[src/rtl/dmem_pkg.sv]
// Shared definitions for the data-memory bus controller.
//   state_t        : controller FSM states
//   SZ_*           : whb access-size encodings (2'b11 is handled as a word)
//   BE_*           : byte-enable patterns for half/word stores
//   is_misaligned  : true when an access does not sit on its natural boundary
package dmem_pkg;

    typedef enum logic [1:0] {
        IDLE = 2'd0,
        REQ  = 2'd1,
        DONE = 2'd2
    } state_t;

    localparam logic [1:0] SZ_BYTE = 2'b00;
    localparam logic [1:0] SZ_HALF = 2'b01;
    localparam logic [1:0] SZ_WORD = 2'b10;

    localparam logic [3:0] BE_LO  = 4'b0011;
    localparam logic [3:0] BE_HI  = 4'b1100;
    localparam logic [3:0] BE_ALL = 4'b1111;

    // Size 2'b11 falls into the default branch, so it is checked like a word.
    function automatic logic is_misaligned(input logic [1:0] size, input logic [1:0] off);
        case (size)
            SZ_BYTE: return 1'b0;
            SZ_HALF: return off[0];
            default: return (off != 2'b00);
        endcase
    endfunction

endpackage

[src/rtl/dmem_lane_align.sv]
// Byte-lane steering for the data-memory controller (purely combinational).
//   Store side : st_size/st_off/st_data -> replicated st_wdata and st_be
//   Load side  : ld_size/ld_off/ld_su/ld_rdata -> extracted, extended ld_data
// The two sides take separate inputs because stores are steered from the live
// MEM-stage request while loads are extracted using the registered request.
module dmem_lane_align
    import dmem_pkg::*;
(
    input  logic [1:0]  st_size,
    input  logic [1:0]  st_off,
    input  logic [31:0] st_data,
    output logic [31:0] st_wdata,
    output logic [3:0]  st_be,
    input  logic [1:0]  ld_size,
    input  logic [1:0]  ld_off,
    input  logic        ld_su,
    input  logic [31:0] ld_rdata,
    output logic [31:0] ld_data
);

    logic [7:0]  lane_b;
    logic [15:0] lane_h;

    // Store data is replicated across every lane so the memory only needs the
    // byte enables to pick the right bytes.
    always_comb begin
        st_wdata = st_data;
        st_be    = BE_ALL;
        case (st_size)
            SZ_BYTE: begin
                st_wdata = {4{st_data[7:0]}};
                st_be    = 4'b0001 << st_off;
            end
            SZ_HALF: begin
                st_wdata = {2{st_data[15:0]}};
                st_be    = st_off[1] ? BE_HI : BE_LO;
            end
            default: begin
                st_wdata = st_data;
                st_be    = BE_ALL;
            end
        endcase
    end

    // Load lane selection, then sign (su=0) or zero (su=1) extension.
    always_comb begin
        lane_b  = ld_rdata[7:0];
        lane_h  = ld_off[1] ? ld_rdata[31:16] : ld_rdata[15:0];
        ld_data = ld_rdata;
        case (ld_off)
            2'd0: lane_b = ld_rdata[7:0];
            2'd1: lane_b = ld_rdata[15:8];
            2'd2: lane_b = ld_rdata[23:16];
            default: lane_b = ld_rdata[31:24];
        endcase
        case (ld_size)
            SZ_BYTE: ld_data = ld_su ? {24'b0, lane_b} : {{24{lane_b[7]}}, lane_b};
            SZ_HALF: ld_data = ld_su ? {16'b0, lane_h} : {{16{lane_h[15]}}, lane_h};
            default: ld_data = ld_rdata;
        endcase
    end

endmodule

[src/rtl/dmem_ctrl.sv]
// Data-memory bus controller sitting directly after the MEM stage.
//   clk, rst (async, active low)
//   MEM side : cs_d_n, rd, wr, d_addr, Data_write, whb, su  -> stall, Data_read,
//              misalign, bus_err
//   Bus side : mem_req, mem_we, mem_addr, mem_wdata, mem_be  <- mem_ack, mem_rdata
// An aligned access runs IDLE -> REQ (until ack or timeout) -> DONE -> IDLE.
// The core is stalled in IDLE (combinationally) and throughout REQ; DONE
// releases it for one cycle and deliberately ignores the still-present request.
module dmem_ctrl
    import dmem_pkg::*;
#(
    parameter int TIMEOUT = 16,
    parameter int CNT_W   = 5
) (
    input  logic        clk,
    input  logic        rst,
    input  logic        cs_d_n,
    input  logic        rd,
    input  logic        wr,
    input  logic [31:0] d_addr,
    input  logic [31:0] Data_write,
    input  logic [1:0]  whb,
    input  logic        su,
    output logic        stall,
    output logic [31:0] Data_read,
    output logic        misalign,
    output logic        bus_err,
    output logic        mem_req,
    output logic        mem_we,
    output logic [31:0] mem_addr,
    output logic [31:0] mem_wdata,
    output logic [3:0]  mem_be,
    input  logic        mem_ack,
    input  logic [31:0] mem_rdata
);

    state_t state, next_state;

    logic [CNT_W-1:0] cnt;
    logic             rd_on, wr_on, access, mis, go;
    logic             acked, timed_out;
    logic [1:0]       ld_off, ld_size;
    logic             ld_su;
    logic [31:0]      st_wdata, ld_data;
    logic [3:0]       st_be;

    // Strobes count only when they are a clean 1; z or x from an undriven
    // MEM-stage net must not start a transaction.
    assign rd_on  = (rd === 1'b1);
    assign wr_on  = (wr === 1'b1);
    assign access = !cs_d_n && (rd_on ^ wr_on);
    assign mis    = is_misaligned(whb, d_addr[1:0]);
    // Gating with rst keeps stall low while reset is held, even with a live request.
    assign go     = rst && access && !mis;

    dmem_lane_align u_align (
        .st_size  (whb),
        .st_off   (d_addr[1:0]),
        .st_data  (Data_write),
        .st_wdata (st_wdata),
        .st_be    (st_be),
        .ld_size  (ld_size),
        .ld_off   (ld_off),
        .ld_su    (ld_su),
        .ld_rdata (mem_rdata),
        .ld_data  (ld_data)
    );

    always_ff @(posedge clk or negedge rst) begin
        if (!rst) state <= IDLE;
        else      state <= next_state;
    end

    // mem_req comes straight from the state so an async reset drops it at once.
    always_comb begin
        next_state = state;
        stall      = 1'b0;
        mem_req    = 1'b0;
        acked      = 1'b0;
        timed_out  = 1'b0;
        case (state)
            IDLE: begin
                if (go) begin
                    stall      = 1'b1;
                    next_state = REQ;
                end
            end
            REQ: begin
                stall   = 1'b1;
                mem_req = 1'b1;
                if (mem_ack) begin
                    acked      = 1'b1;
                    next_state = DONE;
                end else if (cnt == CNT_W'(TIMEOUT - 1)) begin
                    timed_out  = 1'b1;
                    next_state = DONE;
                end
            end
            DONE:    next_state = IDLE;
            default: next_state = IDLE;
        endcase
    end

    // Request capture, timeout counter, status pulses and the load result.
    always_ff @(posedge clk or negedge rst) begin
        if (!rst) begin
            cnt       <= '0;
            misalign  <= 1'b0;
            bus_err   <= 1'b0;
            mem_we    <= 1'b0;
            mem_addr  <= '0;
            mem_wdata <= '0;
            mem_be    <= '0;
            ld_off    <= '0;
            ld_size   <= '0;
            ld_su     <= 1'b0;
            Data_read <= '0;
        end else begin
            misalign <= (state == IDLE) && access && mis;
            bus_err  <= timed_out;
            if (state == REQ) cnt <= cnt + CNT_W'(1);
            else              cnt <= '0;
            if (state == IDLE && go) begin
                mem_we    <= wr_on;
                mem_addr  <= {d_addr[31:2], 2'b00};
                mem_wdata <= st_wdata;
                mem_be    <= st_be;
                ld_off    <= d_addr[1:0];
                ld_size   <= whb;
                ld_su     <= su;
            end
            if (acked && !mem_we)
                Data_read <= ld_data;
            else if (timed_out && !mem_we)
                Data_read <= '0;
        end
    end

endmodule

[config.mk]
export PLATFORM = sky130hd
export DESIGN_NAME = dmem_ctrl
export DESIGN_NICKNAME = d
export VERILOG_FILES = /design/src/rtl/dmem_pkg.sv /design/src/rtl/dmem_lane_align.sv /design/src/rtl/dmem_ctrl.sv
export SDC_FILE = /design/constraint.sdc
export NUM_CORES = 1
export LEC_CHECK = 0
export ABC_AREA = 0
export CORE_ASPECT_RATIO = 1.5
export CORE_MARGIN = 2
export CORE_UTILIZATION = 45
export CTS_BUF_LIST = sky130_fd_sc_hd__clkbuf_4
export DETAILED_ROUTE_END_ITERATION = 10
export MAX_ROUTING_LAYER = met4
export PLACE_DENSITY = 0.95
export SYNTH_ARGS = -nofsm -noshare
export SYNTH_HDL_FRONTEND = slang
export SYNTH_SLANG_ARGS = --single-unit
[constraint.sdc]
create_clock -name clk -period 2.6 [get_ports clk]
set_input_delay 0.26 -clock clk [delete_from_list [all_inputs] [get_ports clk]]
set_output_delay 0.26 -clock clk [all_outputs]
set_load 0.03 [all_outputs]
==> flow_metrics.tcl, run 1 <==
set metrics [dict create \
    gr-total-overflow 0 \
    design_area_sq_um 7731 \
    htree_levels 4 \
    dieHeight_um 136.5 \
    wire_per_inst_um 19.32 \
    path_buf_inv 2 \
    synth_common_cells "dfrtp_1 (113), mux2_1 (55), nand2_1 (25)" \
    io-pin-count 210 \
    slew_headroom_pct 52.67 \
    numPortBuffers 207 \
    post-route-min-period_ns 2.340 \
    worst_path_max_delay_cell "clkdlybuf4s50_1" \
    cts_setup_buffers 0 \
    r2r_end "Data_read[10]" \
    cp_data_arrival_time_ns 2.08 \
    tritoncts "yes" \
    core_sq_um 11470 \
    netlist.area_leader.share_pct 53.72 \
    synth-seq-area-share_pct 53.72 \
    drt_iter0_markers 295 \
    antenna_found_initial 1 \
    syn-instance-count 425 \
    min_path_type "input port to asynchronous set/reset pin" \
    wirelength_um 15400 \
    hold_viol 0 \
    worst_slew_pin_slew_ns 0.7100 \
    synth_edf_count 0 \
    synthArstFlopShare_pct 100.0 \
    reg2reg_from "cnt[0]" \
    clkSinkCount 113 \
    synthesis.area_sq_um 5264 \
    p_total_mw 7.659 \
    die_x_um 92.31 \
    root_buffer "clkbuf_4" \
    drtPass1Iterations 6 \
    holdWs_ns 0.2391 \
    dp_hpwl_um 11420 \
    ctsResizeCount 0 \
    synth_cell_types 39 \
    gp_congestion 0.8891 \
    avgSynthCellArea_sq_um 12.39 \
    rows 48 \
    dp_slack_ns 0.4216 \
    placed_area_sq_um 7497 \
    crit_required_ns 2.34 \
    status "finished clean" \
    post-route-period-util_pct 90.01 \
    setup_viol 0 \
    worst-setup-path-type "flop to primary output" \
    cts.clk_slew.worst_paths_ns 0.10 \
    synth_seq_cells 113 \
    via_per_inst 5.679 \
    area_delta_synth_final_pct 46.87 \
    synth_warnings 0 \
    finalNetCount 742 \
    grt_max_degree 108 \
    cts_made_buffers 17 \
    first_global_vias 4730 \
    ys.flop_type "dfrtp_1" \
    ctsHoldBuffers 1 \
    powerDensity_nw_per_um2 990.6 \
    synth_top_area_cell "dfrtp_1" \
    detail-route-antenna-nets 0 \
    cts_buffer_depth 2 \
    rsz0062_at_grt "no" \
    drive_gt1_share_pct 11.15 \
    initial_utilization_pct 45.89 \
    drv_slew 0 \
    clk_latency_ns 0.52 \
    fmaxAchievable_mhz 427.3 \
    path_depth 3 \
    reg2reg_setup_slack_ns 0.42 \
    vias 4526 \
    peakVddDrop_mv 0.5871 \
    finalWorstSetupSlack_ns 0.2598 \
    fin_skew_ns 0.01357 \
    critical_path.top_delay_family "buffers and inverters" \
    start_kind "flop" \
    grt_usage_pct 26.25 \
    path_max_fanout 8 \
    drc_errors 0 \
    grt_first_pass_wirelength_um 24570 \
    crit_chain "nand2b_1, inv_1, clkdlybuf4s50_1" \
    fin_setup_tns_ns 0 \
    p_leak_nw 3.321 \
    ff2ff_path_depth 8 \
    end_kind "primary output" \
    slowest_delay_ns 0.69 \
    ys_top_cells_by_area "dfrtp_1 (54%), mux2_1 (12%), a221o_1 (4.6%)" \
    die_area_sq_um 12600 \
    yosysMostFrequentCell "dfrtp_1" \
    cap_violations 0 \
]
-- final cells by class --
class                           count  area (sq um)
Clock buffer                       20         150.1
Clock inverter                     10         71.32
Inverter                           15         56.30
Tap cell                          150         187.7
Multi-Input combinational cell    261          2191
Timing Repair Buffer              227          2245
Fill cell                         809          3740
Antenna cell                        1         2.502
Sequential cell                   113          2828
-- report_power, final --
group	switching, mW	total (mW)	leakage [nW]	internal [mW]
logic	2.09	3.79	1.81	1.71
clock network	0.619	1.09	0.134	0.475
registers	0.399	2.77	1.38	2.37
-- cells by family (layout without fill, tap and decap cells) --
family          Yosys count  count (layout)  synth area share, %
other cells               1               3              0.07124
fa+ha+maj                 2               2               0.4753
buf+inv                  52             272                4.754
xor+xnor                  3               3               0.4993
mux                      95              95                21.54
compound gates          100             100                13.38
simple gates             59              59                5.562
flops                   113             113                53.72
-- worst register-to-register path: stages (launching register included) --
cell and delay (ns):
dfrtp_1 0.39, ha_1 0.20, and3_1 0.16, ha_1 0.16, nor2_1 0.07, or3_1 0.31
buf_4 0.24, a222oi_1 0.41, nand2_1 0.09
-- registers in the layout, indices dropped and copies added (netlist names), 2 cells and up --
name       cells
ld_off         2
state          2
mem_addr      30
mem_be         4
ld_size        2
mem_wdata     32
cnt            5
Data_read     32
-- metrics by stage --
step           utilization [%]  cells
2_1_floorplan                -    426
6_report                 67.40    797
5_1_grt                  67.40    797
3_3_place_gp             65.36    765
4_1_cts                  67.38    796
3_5_place_dp             65.36    765
-- metal layers --
metal  wire (um)  up-vias  global-route usage, %
li1            -     2004                      -
met1        5485     2244                  28.61
met2        8283      242                  44.73
met3        1223       36                  8.647
met4         405        0                  9.453
met5           0        -                      -
-- layout by cell type, fill, tap and decap left out, drive strengths merged, types with 2 or more instances in the layout --
cell	synthesis	routed
a21oi	17	17
ha	2	2
mux2i	21	21
nor3b	2	2
nor3	8	8
xnor2	2	2
mux2	66	66
nor2	11	11
clkdlybuf4s50	0	205
o22ai	8	8
a31oi	19	19
buf	21	21
nand2	25	25
nand3	3	3
o21ai	20	20
a222oi	7	7
inv	15	15
a221o	24	24
clkinv	0	9
a21o	2	2
and3	2	2
conb	1	2
clkbuf	16	20
nand2b	4	4
mux4	8	8
dfrtp	113	113
-- worst max-delay path by stage --
stage,start,endpoint,slack [ns]
floorplan,state[1],stall,0.51
global placement,mem_rdata[23],Data_read[28],0.53
detailed placement,d_addr[0],mem_addr[3],0.42
CTS,state[1],mem_req,0.21
global route,state[1],mem_req,0.12
finish,state[1],mem_req,0.26
Note: power is estimated with default switching activity, not from simulation.
==> run 2: changes to the inputs <==
--- a/config.mk
+++ b/config.mk
@@ -12,7 +12,7 @@
 export CTS_BUF_LIST = sky130_fd_sc_hd__clkbuf_4
 export DETAILED_ROUTE_END_ITERATION = 10
 export MAX_ROUTING_LAYER = met4
-export PLACE_DENSITY = 0.95
+export PLACE_DENSITY_LB_ADDON = 0.12
 export SYNTH_ARGS = -nofsm -noshare
 export SYNTH_HDL_FRONTEND = slang
 export SYNTH_SLANG_ARGS = --single-unit
==> run 2 against run 1 <==
Net effect:
- final area increased by 0.91%
- non-clock buffer count grew 2
- final cell count is 0.63% higher
- maximum frequency is 0.57% higher
- critical path depth stayed put
- setup slack improved by 0.013 ns
- sequential share of layout area decreased by 0.33 points
- via count down 0.27%
- hold slack improved by 0.029 ns
- largest cell class unchanged
==> flow_metrics.tcl, run 2 (synthesized netlist as in run 1, its figures left out) <==
set metrics [dict create \
    clkSinkCount 113 \
    worst_path_max_delay_cell "clkdlybuf4s50_1" \
    worst-setup-path-type "flop to primary output" \
    io-pin-count 210 \
    first_global_vias 4616 \
    detail-route-antenna-nets 0 \
    clk_latency_ns 0.51 \
    setup_viol 0 \
    crit_required_ns 2.34 \
    hold_viol 0 \
    end_kind "primary output" \
    peakVddDrop_mv 0.5603 \
    gr-total-overflow 0 \
    cts_buffer_depth 2 \
    cts_made_buffers 17 \
    drv_slew 0 \
    critical_path.top_delay_family "buffers and inverters" \
    slowest_delay_ns 0.68 \
    crit_chain "nand2b_1, inv_1, clkdlybuf4s50_1" \
    final_common_cell "clkdlybuf4s50_1" \
    drc_errors 0 \
    area_delta_synth_final_pct 48.21 \
    path_buf_inv 2 \
    slew_headroom_pct 46.28 \
    grt_usage_pct 25.98 \
    grt_max_degree 52 \
    via_per_inst 5.628 \
    start_kind "flop" \
    gp_congestion 0.8837 \
    die_x_um 92.31 \
    dieHeight_um 136.5 \
    fmaxAchievable_mhz 429.8 \
    dp_hpwl_um 11430 \
    wire_per_inst_um 19.30 \
    vias 4514 \
    cts.clk_slew.worst_paths_ns 0.12 \
    drtPass1Iterations 5 \
    worst_slew_pin_slew_ns 0.8028 \
    core_sq_um 11470 \
    min_path_type "input port to asynchronous set/reset pin" \
    drt_iter0_markers 231 \
    grt_first_pass_wirelength_um 24270 \
    htree_levels 4 \
    root_buffer "clkbuf_4" \
    status "finished clean" \
    post-route-min-period_ns 2.327 \
    top_regs "Data_read (32), mem_wdata (32), mem_addr (30)" \
    post-route-period-util_pct 89.49 \
    finalNetCount 744 \
    fin_setup_tns_ns 0 \
    rsz0062_at_grt "no" \
    cts_setup_buffers 0 \
    antenna_found_initial 2 \
    drive_gt1_share_pct 12.00 \
    die_area_sq_um 12600 \
    initial_utilization_pct 45.89 \
    cp_data_arrival_time_ns 2.07 \
    cap_violations 0 \
    design_area_sq_um 7801 \
    tritoncts "yes" \
    path_max_fanout 8 \
    fin_skew_ns 0.01486 \
    fillCellCount 882 \
    reg2reg_setup_slack_ns 0.40 \
    p_leak_nw 3.335 \
    rows 48 \
    wirelength_um 15480 \
    numPortBuffers 207 \
    placed_area_sq_um 7500 \
    powerDensity_nw_per_um2 1004 \
    final_cell_mix "clkdlybuf4s50_1 (205), dfrtp_1 (113), mux2_1 (55)" \
]
## run 2: what timing repair did
| action | CTS | global route |
|---|---|---|
| gates resized for setup | 0 | 1 |
| setup endpoints to repair | 0 | 1 |
| hold buffers | 1 | 0 |
| endpoints found under the hold margin | 22 | 0 |
## run 2: cell type report
type,instances,area [sq um],area share (%)
Inverter,15,56.30,0.7217
Clock buffer,19,142.6,1.828
Sequential cell,113,2828,36.25
Timing Repair Buffer,229,2247,28.81
Multi-Input combinational cell,261,2196,28.15
Tap cell,150,187.7,2.406
Clock inverter,13,138.9,1.780
Antenna cell,2,5.005,0.06415
## run 2: final timing paths
kind | start | to | depth (start not counted)
worst max-delay path | state[1] | mem_req | 3
worst min register to register | cnt[0] | cnt[0] | 1
worst min-delay path | rst | mem_wdata[5] | 2
worst max register to register | cnt[0] | Data_read[13] | 8
min in group clk | d_addr[25] | mem_addr[25] | 2
max in group asynchronous | rst | cnt[1] | 4
## run 2: per-stage QoR
stage	hold slack [ns]	total power, mW	setup slack [ns]	util (%)	instances
3_3_place_gp	0.2033	6.491	0.3511	65.38	767
4_1_cts	0.2487	7.896	0.1607	67.92	800
5_1_grt	0.2262	8.214	0.07423	68.01	802
3_5_place_dp	0.2058	6.581	0.2908	65.38	767
2_1_floorplan	-0.03559	4.827	0.5107	-	426
6_report	0.2683	7.834	0.2732	68.01	802
## run 2: per-layer routing
metal | vias up | wire (um) | GRT usage, %
met2 | 255 | 7971 | 41.65
li1 | 2012 | - | -
met3 | 43 | 1252 | 7.206
met4 | 0 | 728 | 14.10
met5 | - | 0 | -
met1 | 2204 | 5522 | 29.48
## run 2: power breakdown
part | internal [mW] | switching, mW
Sequential | 2.37 | 0.348
Clock | 0.591 | 0.702
Combinational | 1.71 | 2.11
## run 2: worst register-to-register path: cells and delay by family, from the launching register on
kind	cells	cell delay [ns]
DFF	1	0.39
and+or+nand+nor	4	0.66
buffers and inverters	1	0.24
adders and majority gates	2	0.36
AOI/OAI and AO/OA	1	0.42
